===== src/rtl/fetch_unit.sv =====
// Instruction fetch stage: keeps the fetch PC, issues word requests on a req/gnt/rvalid bus,
// buffers returned words in a small prefetch FIFO and drops stale responses after a redirect.
module fetch_unit #(
  parameter logic [31:0] BOOT_ADDR  = 32'h0000_0000,
  parameter int unsigned FIFO_DEPTH = 2
) (
  input  logic        clk,
  input  logic        reset_n,
  input  logic        set_pc_valid,
  input  logic [31:0] set_pc,
  input  logic        flush,
  input  logic        stall_if,
  output logic        instr_req,
  output logic [31:0] instr_addr,
  input  logic        instr_gnt,
  input  logic        instr_rvalid,
  input  logic [31:0] instr_rdata,
  output logic        if_valid,
  output logic [31:0] if_instr,
  output logic [31:0] if_pc
);

  localparam int unsigned PTR_W = (FIFO_DEPTH > 1) ? $clog2(FIFO_DEPTH) : 1;
  localparam int unsigned CNT_W = PTR_W + 1;
  localparam int unsigned OUT_W = 8;

  logic [31:0]      fetch_pc_q, fetch_pc_d;
  logic [31:0]      resp_pc_q, resp_pc_d;
  logic             req_q, req_d;
  logic [31:0]      addr_q, addr_d;
  logic             stale_q, stale_d;
  logic [OUT_W-1:0] out_q, out_d;
  logic [OUT_W-1:0] disc_q, disc_d;
  logic [CNT_W-1:0] cnt_q, cnt_d;
  logic [PTR_W-1:0] wptr_q, wptr_d;
  logic [PTR_W-1:0] rptr_q, rptr_d;
  logic [31:0]      fifo_data_q [FIFO_DEPTH];
  logic [31:0]      fifo_pc_q   [FIFO_DEPTH];

  logic             gnt_ok;
  logic             clear;
  logic             drop;
  logic             push;
  logic             pop;
  logic             fifo_we;
  logic [OUT_W-1:0] live;

  // Next-state: bus bookkeeping, FIFO pointers, redirect handling, request issue
  always_comb begin
    gnt_ok  = req_q & instr_gnt;
    clear   = set_pc_valid | flush;
    drop    = instr_rvalid & (disc_q != '0);
    push    = instr_rvalid & ~drop;
    pop     = (cnt_q != '0) & ~stall_if & ~flush;
    fifo_we = push & ~clear;

    fetch_pc_d = fetch_pc_q;
    resp_pc_d  = resp_pc_q;
    req_d      = req_q;
    addr_d     = addr_q;
    stale_d    = stale_q;
    wptr_d     = wptr_q;
    rptr_d     = rptr_q;

    out_d  = out_q + OUT_W'(gnt_ok) - OUT_W'(instr_rvalid);
    // A grant for a request issued before a redirect is born already discarded
    disc_d = disc_q - OUT_W'(drop) + OUT_W'(gnt_ok & stale_q);
    cnt_d  = cnt_q + CNT_W'(fifo_we) - CNT_W'(pop);

    if (gnt_ok && !stale_q) fetch_pc_d = fetch_pc_q + 32'd4;
    if (push)               resp_pc_d  = resp_pc_q + 32'd4;
    if (fifo_we)            wptr_d     = wptr_q + PTR_W'(1);
    if (pop)                rptr_d     = rptr_q + PTR_W'(1);

    if (gnt_ok) stale_d = 1'b0;
    if (req_q && !instr_gnt && clear) stale_d = 1'b1;

    if (clear) begin
      cnt_d  = '0;
      wptr_d = '0;
      rptr_d = '0;
      disc_d = out_d;
      if (set_pc_valid) fetch_pc_d = set_pc;
      resp_pc_d = fetch_pc_d;
    end

    // Issue only when every live request is guaranteed a FIFO slot
    live = OUT_W'(cnt_d) + out_d - disc_d;
    if (req_q && !instr_gnt) begin
      req_d  = 1'b1;
      addr_d = addr_q;
    end else begin
      req_d = (live < OUT_W'(FIFO_DEPTH));
      if (req_d) addr_d = fetch_pc_d;
    end
  end

  always_ff @(posedge clk or negedge reset_n) begin
    if (!reset_n) begin
      fetch_pc_q <= BOOT_ADDR;
      resp_pc_q  <= BOOT_ADDR;
      req_q      <= 1'b0;
      addr_q     <= BOOT_ADDR;
      stale_q    <= 1'b0;
      out_q      <= '0;
      disc_q     <= '0;
      cnt_q      <= '0;
      wptr_q     <= '0;
      rptr_q     <= '0;
      for (int unsigned i = 0; i < FIFO_DEPTH; i++) begin
        fifo_data_q[i] <= '0;
        fifo_pc_q[i]   <= '0;
      end
    end else begin
      fetch_pc_q <= fetch_pc_d;
      resp_pc_q  <= resp_pc_d;
      req_q      <= req_d;
      addr_q     <= addr_d;
      stale_q    <= stale_d;
      out_q      <= out_d;
      disc_q     <= disc_d;
      cnt_q      <= cnt_d;
      wptr_q     <= wptr_d;
      rptr_q     <= rptr_d;
      if (fifo_we) begin
        fifo_data_q[wptr_q] <= instr_rdata;
        fifo_pc_q[wptr_q]   <= resp_pc_q;
      end
    end
  end

  assign instr_req  = req_q;
  assign instr_addr = addr_q;
  assign if_valid   = (cnt_q != '0);
  assign if_instr   = fifo_data_q[rptr_q];
  assign if_pc      = fifo_pc_q[rptr_q];

endmodule


===== config.mk =====
export PLATFORM = sky130hd
export DESIGN_NAME = fetch_unit
export DESIGN_NICKNAME = d
export VERILOG_FILES = /design/src/rtl/fetch_unit.sv
export SDC_FILE = /design/constraint.sdc
export NUM_CORES = 1
export LEC_CHECK = 0
export BUFFER_PORTS_ARGS = -buffer_cell sky130_fd_sc_hd__buf_2
export CAP_MARGIN = 5
export CORE_AREA = 2 2 168 170
export CTS_BUF_LIST = sky130_fd_sc_hd__clkbuf_16
export DETAILED_ROUTE_END_ITERATION = 10
export DIE_AREA = 0 0 170 172
export PLACE_DENSITY = 0.66
export RECOVER_POWER = 100
export SLEW_MARGIN = 20
export SYNTH_ARGS = -nofsm -noshare
export SYNTH_HDL_FRONTEND = slang
export SYNTH_SLANG_ARGS = --single-unit

===== constraint.sdc =====
create_clock -name clk -period 7.3 [get_ports clk]
set_input_delay 1.46 -clock clk [delete_from_list [all_inputs] [get_ports clk]]
set_output_delay 1.46 -clock clk [all_outputs]
set_load 0.02 [all_outputs]

==> impl_metrics.toml <==
[global_routing]
use_met3 = 0.0282
grt_use_total = 0.181
use_met2 = 0.288
grt_pass1_vias = 8054
antenna_found_initial = 0
grt_overflow = 0
use_met1 = 0.264
grt_pass1_wl_um = 42500
busiest_layer = "met2"
grt_max_degree = 158

[yosys]
synth-edff-count = 0
synthSimpleGateAreaFrac = 0.0956
ys_warn_count = 0
yosys.cell_types.count = 54
synth_top_family_by_area = "multiplexers"
yosys.area_share.adder = 0.0427
synth_compound_area_frac = 0.0496
synthArstFlopShare = 1.00
synth_flop_cell = "dfrtp_1"
ys_ff_latch = 246
syn_nets = 1121
yosysSeqAreaShare = 0.508
synthXorXnorAreaFrac = 0.0535
synth_area_sq_um = 12100
synthMuxAreaShare = 0.223
syn_inst = 1011
synth.avg_cell_area_sq_um = 12.0

[floorplanning]
rows = 61
die_x_um = 170
die_area_sq_um = 29200
core_area_sq_um = 27500
die_h_um = 172
io_pins = 169
initial_core_util = 0.441

[timing]
slew_viol_final = 357
finalSetupTns_ns = 0
finalClockSkew_ns = 0.0224
max-slew-margin-rel = -1.60
finalCritPeriodShare = 0.864
fin_ws_ns = 0.996
rsz0062_at_grt = "false"
setup_viol = 0
holdWs_ns = 0.478
hold_violations = 0
clock.fmax_mhz = 159
finalCriticalPeriod_ns = 6.30
worst_pin_slew_ns = 3.91

[routing]
drt_iter0_markers = 437
wl_um = 26200
routedWlPerCell_um = 17.1
dr.pass1.iters = 5
antenna_left = 0
drc = 0
via_count = 8018
vias_per_cell = 5.22

[cts]
root_buffer = "clkbuf_16"
clkTransAtPathRegs_ns = 0.05
postCtsSetupBuffers = 0
htree_levels = 1
cts_max_path_buffers = 3
numCtsBuffers = 27
clock-sinks = 246
cts_hold_buf = 0
cts_tree = "yes"
clock_latency_ns = 0.54
cts_resized = 0

[cells_and_area]
utilization = 0.510
seqCellArea_sq_um = 6160
n_antenna_cell = 0
syn_to_final_growth_pct = 15.6
layout.nets = 1283
multiInputGateArea_sq_um = 5630
fill_cells = 2537
drive_gt1_frac = 0.300

[hold_path]
hp-class = "reg -> reg"

[power]
vdd_ir_drop_max_mv = 0.457
p_total_w = 0.00544
cellPowerDensity_nw_per_um2 = 389
total_leakage_power_nw = 6.72

[run_status]
status = "complete, but fails checks"
violations = "max-capacitance violations, max-slew violations"

[placed_design]
io_buffers = 168
dp_slack_ns = 0.912
gp_congestion = 0.825
dp_hpwl_um = 18100

[worst_setup_path]
cp_cell_sequence = "buf_2 > nor2_1 > clkbuf_1 > nand3_1 > mux2_2"
arrival_ns = 6.69
crit_required_ns = 7.68
cp_slowest_stage_delay_ns = 2.74
cp_max_fo = 66
critPathSlowestCell = "nand3_1"
critPathLaunchType = "input pin"
worstSetupPathType = "in -> reg"
critPathCaptureType = "register"

[run]
maxCapViolCount = 5
[where the power goes]
group | switching, W | leakage (nW) | internal (W) | total, W
Sequential | 0.000112 | 3.27 | 0.00153 | 0.00164
Combinational | 0.00134 | 3.04 | 0.00112 | 0.00246
Clock | 0.000557 | 0.418 | 0.000785 | 0.00134
Total | 0.00201 | 6.72 | 0.00343 | 0.00544
[synth_stat cells, types with 6 or more instances]
library cell | number | area share
a21o_1 | 6 | 0.0037
a21oi_1 | 15 | 0.0062
and3_1 | 10 | 0.0052
buf_2 | 11 | 0.0045
clkbuf_1 | 27 | 0.0084
dfrtp_1 | 246 | 0.51
ha_1 | 35 | 0.036
inv_1 | 39 | 0.012
mux2_2 | 234 | 0.22
nand2_1 | 87 | 0.027
nand3_1 | 25 | 0.010
nand4_1 | 14 | 0.0072
nor2_1 | 37 | 0.011
nor3_1 | 16 | 0.0066
o21ai_0 | 57 | 0.024
xnor2_1 | 37 | 0.027
xor2_1 | 37 | 0.027
[placed cells by master (no fill, tap or decap), types with 14 or more instances in the layout]
cell type,instances
dfrtp_1,245
mux2_2,226
clkbuf_1,98
nand2_1,87
buf_2,73
o21ai_0,59
inv_1,40
nor2_1,37
xor2_1,37
xnor2_1,37
ha_1,35
clkbuf_16,27
nand3_1,25
nor3_1,16
a21oi_1,15
nand4_1,14
[area by class of cell]
type                    instances  share of cell area
well taps                     346              0.0309
clock inverters                20              0.0146
multi-input cells             684               0.402
flip-flops and latches        246               0.439
clock buffers                  27              0.0482
repair buffers                175              0.0548
inverters                      39              0.0104
[cells by family (layout without fill, tap and decap cells)]
family,after synthesis,count (layout)
flops,246,246
fa+ha+maj,39,39
buf+inv,81,261
xor+xnor,74,74
simple gates,230,230
compound gates,102,102
mux,239,239
[per-layer routing]
metal	vias up	wire, um	part of all wire
met5	-	0	0
met4	0	385	0.015
met3	27	1270	0.048
met2	187	11700	0.45
met1	3912	12900	0.49
li1	3892	-	-
[through the flow]
step / cells / cell area, sq um
after floorplan: 1011 / 12100
after global placement: 1490 / 13300
after detailed placement: 1490 / 13300
after CTS: 1537 / 14200
after global routing: 1537 / 14000
final: 1537 / 14000
[state kept, by name, summed over array words and instances (netlist names)]
name,cells
fifo_pc_q,64
fifo_data_q,64
instr_addr,32
stale_q,1
fetch_pc_q,32
wptr_q,1
resp_pc_q,32
out_q,8
cnt_q,2
rptr_q,1
instr_req,1
disc_q,8
[worst max-delay path: cells and delay by family]
| family | cells | cell delay, ns |
|---|---|---|
| buf+inv | 2 | 1.09 |
| simple gates | 2 | 2.90 |
| mux | 1 | 1.19 |
[worst paths after layout]
path                       cells after the start  slack (ns)               to     startpoint
max reg2reg                                   24        1.75    instr_addr[9]      disc_q[2]
max in group asynchronous                      2        2.23  fifo_data_q[40]        reset_n
min reg2reg                                    2        0.48    fifo_pc_q[12]  fifo_pc_q[12]
min                                            2        0.48    fifo_pc_q[12]  fifo_pc_q[12]
max                                            5         1.0  fifo_data_q[26]          flush
min in group asynchronous                      1        0.91         out_q[3]        reset_n
No activity file was read; power rests on OpenSTA's default activity.
